### config.mk
export PLATFORM = sky130hd
export DESIGN_NAME = uart_key_decoder
export DESIGN_NICKNAME = d
export VERILOG_FILES = /design/src/rtl/ttt_key_pkg.sv /design/src/rtl/uart_rx_byte.sv /design/src/rtl/uart_key_decoder.sv
export SDC_FILE = /design/constraint.sdc
export NUM_CORES = 1
export LEC_CHECK = 0
export ABC_AREA = 1
export ABC_CLOCK_PERIOD_IN_PS = 2950
export CAP_MARGIN = 20
export CORE_MARGIN = 4
export CORE_UTILIZATION = 60
export CTS_CLUSTER_DIAMETER = 50
export CTS_CLUSTER_SIZE = 14
export DETAILED_ROUTE_END_ITERATION = 7
export PLACE_DENSITY_LB_ADDON = 0.05
export SYNTH_ARGS = -nofsm -noshare
export SYNTH_HDL_FRONTEND = slang
export SYNTH_SLANG_ARGS = --single-unit
### constraint.sdc
create_clock -name clk -period 2.95 [get_ports clk]
set_input_delay 0.295 -clock clk [delete_from_list [all_inputs] [get_ports clk]]
set_output_delay 0.295 -clock clk [all_outputs]
set_load 0.01 [all_outputs]
### src/rtl/ttt_key_pkg.sv
// ttt_key_pkg: shared definitions for the tic-tac-toe console key receive path.
// Holds the byte codes the decoder recognises, the receiver and decoder state
// encodings, the key strobe bundle and two small byte-to-key lookup helpers.
package ttt_key_pkg;

  // Control and escape bytes
  localparam logic [7:0] KEY_ESC   = 8'h1B;
  localparam logic [7:0] KEY_CSI   = 8'h5B;  // '[' after ESC
  localparam logic [7:0] KEY_CR    = 8'h0D;
  localparam logic [7:0] KEY_LF    = 8'h0A;
  localparam logic [7:0] KEY_SPACE = 8'h20;

  // WASD letters, both cases
  localparam logic [7:0] KEY_W_LO = 8'h77;
  localparam logic [7:0] KEY_W_UP = 8'h57;
  localparam logic [7:0] KEY_A_LO = 8'h61;
  localparam logic [7:0] KEY_A_UP = 8'h41;
  localparam logic [7:0] KEY_S_LO = 8'h73;
  localparam logic [7:0] KEY_S_UP = 8'h53;
  localparam logic [7:0] KEY_D_LO = 8'h64;
  localparam logic [7:0] KEY_D_UP = 8'h44;

  // Final bytes of the ANSI cursor sequences ESC [ A..D
  localparam logic [7:0] KEY_ARROW_UP    = 8'h41;
  localparam logic [7:0] KEY_ARROW_DOWN  = 8'h42;
  localparam logic [7:0] KEY_ARROW_RIGHT = 8'h43;
  localparam logic [7:0] KEY_ARROW_LEFT  = 8'h44;

  typedef enum logic [2:0] {
    RxArm,
    RxIdle,
    RxStart,
    RxData,
    RxStop
  } rx_state_e;

  typedef enum logic [1:0] {
    DIdle,
    DEsc,
    DCsi
  } dec_state_e;

  typedef struct packed {
    logic up;
    logic down;
    logic left;
    logic right;
    logic enter;
    logic space;
  } key_strobe_t;

  // Mapping for a byte seen outside any escape sequence.
  function automatic key_strobe_t plain_key(input logic [7:0] b);
    key_strobe_t k;
    k = '0;
    case (b)
      KEY_W_LO, KEY_W_UP: k.up    = 1'b1;
      KEY_S_LO, KEY_S_UP: k.down  = 1'b1;
      KEY_A_LO, KEY_A_UP: k.left  = 1'b1;
      KEY_D_LO, KEY_D_UP: k.right = 1'b1;
      KEY_CR, KEY_LF:     k.enter = 1'b1;
      KEY_SPACE:          k.space = 1'b1;
      default:            k = '0;
    endcase
    return k;
  endfunction

  // Mapping for the byte that terminates ESC [.
  function automatic key_strobe_t csi_key(input logic [7:0] b);
    key_strobe_t k;
    k = '0;
    case (b)
      KEY_ARROW_UP:    k.up    = 1'b1;
      KEY_ARROW_DOWN:  k.down  = 1'b1;
      KEY_ARROW_RIGHT: k.right = 1'b1;
      KEY_ARROW_LEFT:  k.left  = 1'b1;
      default:         k = '0;
    endcase
    return k;
  endfunction

endpackage

### src/rtl/uart_rx_byte.sv
// uart_rx_byte: 2-FF synchroniser plus 8N1 receiver FSM.
// Ports:
//   clk        in   game-logic clock
//   reset      in   synchronous active-high reset
//   rx_in      in   asynchronous UART line, idles high
//   byte_valid out  one-cycle strobe, byte_data holds a good byte
//   byte_data  out  last received byte, LSB first on the wire
//   frame_err  out  one-cycle strobe, stop bit sampled low (byte dropped)
module uart_rx_byte
  import ttt_key_pkg::*;
#(
  parameter int unsigned CPB = 217
) (
  input  logic       clk,
  input  logic       reset,
  input  logic       rx_in,
  output logic       byte_valid,
  output logic [7:0] byte_data,
  output logic       frame_err
);

  localparam int unsigned HALF   = CPB / 2;
  localparam int unsigned CntW   = $clog2(CPB + 1);
  // Cycles the synced line must read high before a start bit is accepted.
  // Covers the synchroniser depth so its reset value of 1 cannot fake an idle line.
  localparam int unsigned ArmCyc = 3;

  logic [1:0]    sync_q;
  rx_state_e     state_q, state_d;
  logic [CntW-1:0] cnt_q, cnt_d;
  logic [2:0]    bit_q, bit_d;
  logic [7:0]    shift_q, shift_d;
  logic          done_q, done_d;
  logic          stop_q, stop_d;
  logic          byte_valid_q;
  logic          frame_err_q;
  logic          line;

  assign line = sync_q[1];

  // cnt_q counts cycles since the synced falling edge in START, and cycles since
  // the previous sample in DATA/STOP, so the sample points land at HALF + n*CPB.
  always_comb begin
    state_d = state_q;
    cnt_d   = cnt_q;
    bit_d   = bit_q;
    shift_d = shift_q;
    done_d  = 1'b0;
    stop_d  = stop_q;
    unique case (state_q)
      RxArm: begin
        if (!line) begin
          cnt_d = '0;
        end else if (cnt_q == CntW'(ArmCyc - 1)) begin
          state_d = RxIdle;
          cnt_d   = '0;
        end else begin
          cnt_d = cnt_q + 1'b1;
        end
      end
      RxIdle: begin
        if (!line) begin
          state_d = RxStart;
          cnt_d   = CntW'(2);
        end
      end
      RxStart: begin
        if (cnt_q == CntW'(HALF)) begin
          if (line) begin
            state_d = RxIdle;
          end else begin
            state_d = RxData;
            cnt_d   = CntW'(1);
            bit_d   = '0;
          end
        end else begin
          cnt_d = cnt_q + 1'b1;
        end
      end
      RxData: begin
        if (cnt_q == CntW'(CPB)) begin
          shift_d = {line, shift_q[7:1]};
          cnt_d   = CntW'(1);
          if (bit_q == 3'd7) begin
            state_d = RxStop;
          end else begin
            bit_d = bit_q + 3'd1;
          end
        end else begin
          cnt_d = cnt_q + 1'b1;
        end
      end
      RxStop: begin
        if (cnt_q == CntW'(CPB)) begin
          done_d  = 1'b1;
          stop_d  = line;
          state_d = RxArm;
          cnt_d   = '0;
        end else begin
          cnt_d = cnt_q + 1'b1;
        end
      end
      default: begin
        state_d = RxArm;
        cnt_d   = '0;
      end
    endcase
  end

  always_ff @(posedge clk) begin
    if (reset) begin
      sync_q       <= 2'b11;
      state_q      <= RxArm;
      cnt_q        <= '0;
      bit_q        <= '0;
      shift_q      <= '0;
      done_q       <= 1'b0;
      stop_q       <= 1'b0;
      byte_valid_q <= 1'b0;
      frame_err_q  <= 1'b0;
    end else begin
      sync_q       <= {sync_q[0], rx_in};
      state_q      <= state_d;
      cnt_q        <= cnt_d;
      bit_q        <= bit_d;
      shift_q      <= shift_d;
      done_q       <= done_d;
      stop_q       <= stop_d;
      byte_valid_q <= done_q & stop_q;
      frame_err_q  <= done_q & ~stop_q;
    end
  end

  assign byte_valid = byte_valid_q;
  assign byte_data  = shift_q;
  assign frame_err  = frame_err_q;

endmodule

### src/rtl/uart_key_decoder.sv
// uart_key_decoder: turns host-terminal UART bytes into single-cycle key strobes
// for the game controller. WASD, Enter (CR/LF), Space and ESC [ A..D arrows.
// Ports:
//   clk        in   25 MHz game-logic clock
//   reset      in   synchronous active-high reset
//   rx_in      in   asynchronous UART line, idles high
//   up/down/left/right  out  one-cycle cursor-move strobes
//   enter      out  one-cycle place-mark strobe
//   space      out  one-cycle restart/skip strobe
//   frame_err  out  one-cycle strobe on a low stop bit
module uart_key_decoder
  import ttt_key_pkg::*;
#(
  parameter int unsigned CLK_HZ          = 25_000_000,
  parameter int unsigned BAUD            = 115200,
  parameter int unsigned ESC_TIMEOUT_CYC = 250_000
) (
  input  logic clk,
  input  logic reset,
  input  logic rx_in,
  output logic up,
  output logic down,
  output logic left,
  output logic right,
  output logic enter,
  output logic space,
  output logic frame_err
);

  localparam int unsigned CPB  = CLK_HZ / BAUD;
  localparam int unsigned TmoW = $clog2(ESC_TIMEOUT_CYC + 1);

  logic       byte_valid;
  logic [7:0] byte_data;
  logic       rx_frame_err;

  uart_rx_byte #(
    .CPB(CPB)
  ) u_rx (
    .clk       (clk),
    .reset     (reset),
    .rx_in     (rx_in),
    .byte_valid(byte_valid),
    .byte_data (byte_data),
    .frame_err (rx_frame_err)
  );

  dec_state_e      dec_q, dec_d;
  logic [TmoW-1:0] tmo_q, tmo_d;
  key_strobe_t     key_q, key_d;
  logic            ferr_q;

  // A byte takes priority over timeout expiry and is decoded in the current state.
  always_comb begin
    dec_d = dec_q;
    tmo_d = tmo_q;
    key_d = '0;
    if (byte_valid) begin
      unique case (dec_q)
        DIdle: begin
          if (byte_data == KEY_ESC) begin
            dec_d = DEsc;
          end else begin
            key_d = plain_key(byte_data);
          end
        end
        DEsc: begin
          if (byte_data == KEY_CSI) begin
            dec_d = DCsi;
          end else if (byte_data == KEY_ESC) begin
            dec_d = DEsc;
          end else begin
            // Lone ESC followed by a normal key: treat the key as if no ESC came.
            dec_d = DIdle;
            key_d = plain_key(byte_data);
          end
        end
        DCsi: begin
          dec_d = DIdle;
          key_d = csi_key(byte_data);
        end
        default: dec_d = DIdle;
      endcase
      if (dec_d != DIdle) begin
        tmo_d = TmoW'(ESC_TIMEOUT_CYC);
      end
    end else if (dec_q != DIdle) begin
      if (tmo_q == '0) begin
        dec_d = DIdle;
      end else begin
        tmo_d = tmo_q - 1'b1;
      end
    end
  end

  always_ff @(posedge clk) begin
    if (reset) begin
      dec_q  <= DIdle;
      tmo_q  <= '0;
      key_q  <= '0;
      ferr_q <= 1'b0;
    end else begin
      dec_q  <= dec_d;
      tmo_q  <= tmo_d;
      key_q  <= key_d;
      ferr_q <= rx_frame_err;
    end
  end

  assign up        = key_q.up;
  assign down      = key_q.down;
  assign left      = key_q.left;
  assign right     = key_q.right;
  assign enter     = key_q.enter;
  assign space     = key_q.space;
  assign frame_err = ferr_q;

endmodule

==> results.yml <==
routing:
  first_pass_iters: 4
  vias: 2947
  ant_nets: 0
  routed_wl_um: 6380
  wl_per_cell_um: 11.4
  drc: 0
  vias_per_cell: 5.24
  drtIter0Drc: 175
place:
  dp_hpwl_um: 4720
  place_inst: 554
  io_buffers: 9
  gp_congestion: 0.903
global_route:
  antenna_found_initial: 0
  overflow: 0
  grt_pass1_wl_um: 11200
  grt_max_degree: 19
  grt_use_total_pct: 21.4
  grt_pass1_vias: 2646
final_layout:
  synthToLayoutAreaGrowth_pct: 7.15
  register_area_um2: 1100
  fillers: 474
  final_common_cell: "nand2_1"
  drive_gt1_share_pct: 9.15
  antennaDiodeCount: 0
  final_util_pct: 66.1
  fin_cells: 562
  fin_nets: 501
  mostFrequentLayoutCells: "nand2_1, nor2_1, dfxtp_1, inv_1, nand3_1"
  multiInputGateArea_um2: 1790
yosys:
  yosys_warnings: 0
  synthMuxAreaShare_pct: 0
  seq_area_frac_synth_pct: 34.9
  avgSynthCellArea_um2: 6.51
  synth-adder-area-share_pct: 2.78
  syn-num-nets: 494
  synth_top_family_by_area: "simple AND/OR/NAND/NOR gates"
  synth_edf_count: 0
  synthSimpleGateAreaFrac_pct: 38.4
  syn-cell-area_um2: 3150
  ys.flop_type: "dfxtp_1"
  syn_inst: 484
  ys_seq_elements: 55
  yosysUniqueCellTypes: 37
  synthXorXnorAreaFrac_pct: 1.95
  synthArstFlopShare_pct: 0
  synth-compound-area-share_pct: 13.5
worst_hold_path:
  hp-start: "u_rx.frame_err"
  hp-class: "flop to flop"
timing:
  period_needed_ps: 1930
  rsz0062_at_grt: "no"
  fin_setup_tns_ps: 0
  setup_viol: 0
  max-slew-margin-rel_pct: 61.0
  tightest_slew_ps: 583
  slew_viol_final: 0
  max_freq_ghz: 0.517
  skew_ps: 8.23
  fin_crit_sh_pct: 65.6
  hold_viol_final: 0
power:
  p_per_area_nw_per_um2: 466
  max-vdd-ir-drop_uv: 409
  p_leak_nw: 1.48
worst_setup_path:
  crit_chain: "inv_2, nor2_1, nand3_1, nand2_1, inv_2, a21oi_2, nand2_1, a21oi_1"
  start_kind: "flop"
  slowest_delay_ps: 670
  critPathTopFamily: "flip-flops"
  timing.rr.start: "u_rx.byte_valid"
  crit_path_start: "u_rx.byte_valid"
  required_ps: 3200
  critPathSlowestCell: "dfxtp_1"
  cp_max_fo: 13
  path_buf_inv: 2
  path_class: "flop to flop"
  endpoint_kind: "flop"
  arrival_ps: 2180
clocking:
  cts_made_buffers: 5
  cts.sinks: 55
  ctsRootBufferMaster: "clkbuf_8"
  post_cts_buffers: 0
  clockBufferDepth: 2
  cts_tree: "built"
  clkLatencyLatePin_ps: 310
  cts_resized: 0
  clk_pin_slew_ps: 100
  ctsHoldBuffers: 0
  htree_levels: 2
floorplanning:
  core_area_um2: 5110
  io_pins: 10
  die_area_um2: 6480
  start_util_pct: 61.7
  die_x_um: 80.5
  die_h_um: 80.5
  row_count: 26
flow_run:
  max-cap-violations: 0
outcome:
  status: "finished clean"
==> sequential cells by signal (all words and copies together) (netlist names) <==
name / cells
down: 1
u_rx.bit_q: 3
u_rx.sync_q: 2
u_rx.byte_data: 8
enter: 1
u_rx.stop_q: 1
u_rx.done_q: 1
u_rx.frame_err: 1
dec_q: 2
tmo_q: 18
up: 1
space: 1
left: 1
frame_err: 1
u_rx.state_q: 3
right: 1
u_rx.byte_valid: 1
u_rx.cnt_q: 8
==> power breakdown <==
group,switching [W],internal (W)
Clock,0.000251,0.000171
Sequential,0.0000339,0.000775
Combinational,0.000230,0.000113
Total,0.000514,0.00106
==> metrics by stage <==
stage	power (W)	instance area [µm²]	hold slack, ps	setup WS (ps)
after floorplan	0.00109	3150	388	1400
after global placement	0.00116	3290	391	963
after detailed placement	0.00117	3290	397	943
after CTS	0.00159	3380	418	1030
after global routing	0.00168	3380	444	856
final	0.00157	3380	412	1020
==> final timing paths <==
path	to	slack (ps)	depth (start not counted)
max reg2reg	tmo_q[11]	1020	8
min reg2reg	frame_err	410	2
min	frame_err	410	2
max	tmo_q[11]	1020	8
==> synthesized netlist by cell type, drive strengths merged, types with 2 or more instances <==
master,n,share of area [%]
dfxtp,55,35
nor4,2,0.40
nor3,7,1.1
buf,7,1.3
xnor2,2,0.56
nand3b,2,0.48
nand2,125,16
a21oi,39,7.5
nand3,43,7.2
xor2,5,1.4
nand4,4,0.79
nor2,88,11
o21bai,3,0.71
inv,57,6.8
or2,3,0.60
o21ai,26,4.1
clkbuf,3,0.36
ha,7,2.8
==> logic make-up after synthesis <==
family          count (synthesis)
simple gates                  275
buf+inv                        67
xor+xnor                        7
flops                          55
compound gates                 73
fa+ha+maj                       7
==> area by class of cell <==
type | count | area share, %
clock inverters | 3 | 0.667
repair buffers | 10 | 2.89
flip-flops and latches | 55 | 32.6
inverters | 57 | 6.34
well taps | 70 | 2.59
multi-input cells | 362 | 52.9
clock buffers | 5 | 2.04
==> worst reg2reg max path, stage by stage, from the launching register on <==
cell and delay (ps):
dfxtp_1 670, inv_2 230, nor2_1 150, nand3_1 110, nand2_1 90, inv_2 50
a21oi_2 340, nand2_1 90, a21oi_1 140
==> routing by layer <==
metal  vias to the layer above  global-route usage [%]  routed length [µm]
met5                         -                       0                   0
met4                         0                    6.93                  68
met3                         9                    3.25                 278
met2                        63                    37.8                3130
met1                      1307                    26.5                2900
li1                       1568                       -                   -
No activity file was read; power rests on OpenSTA's default activity.
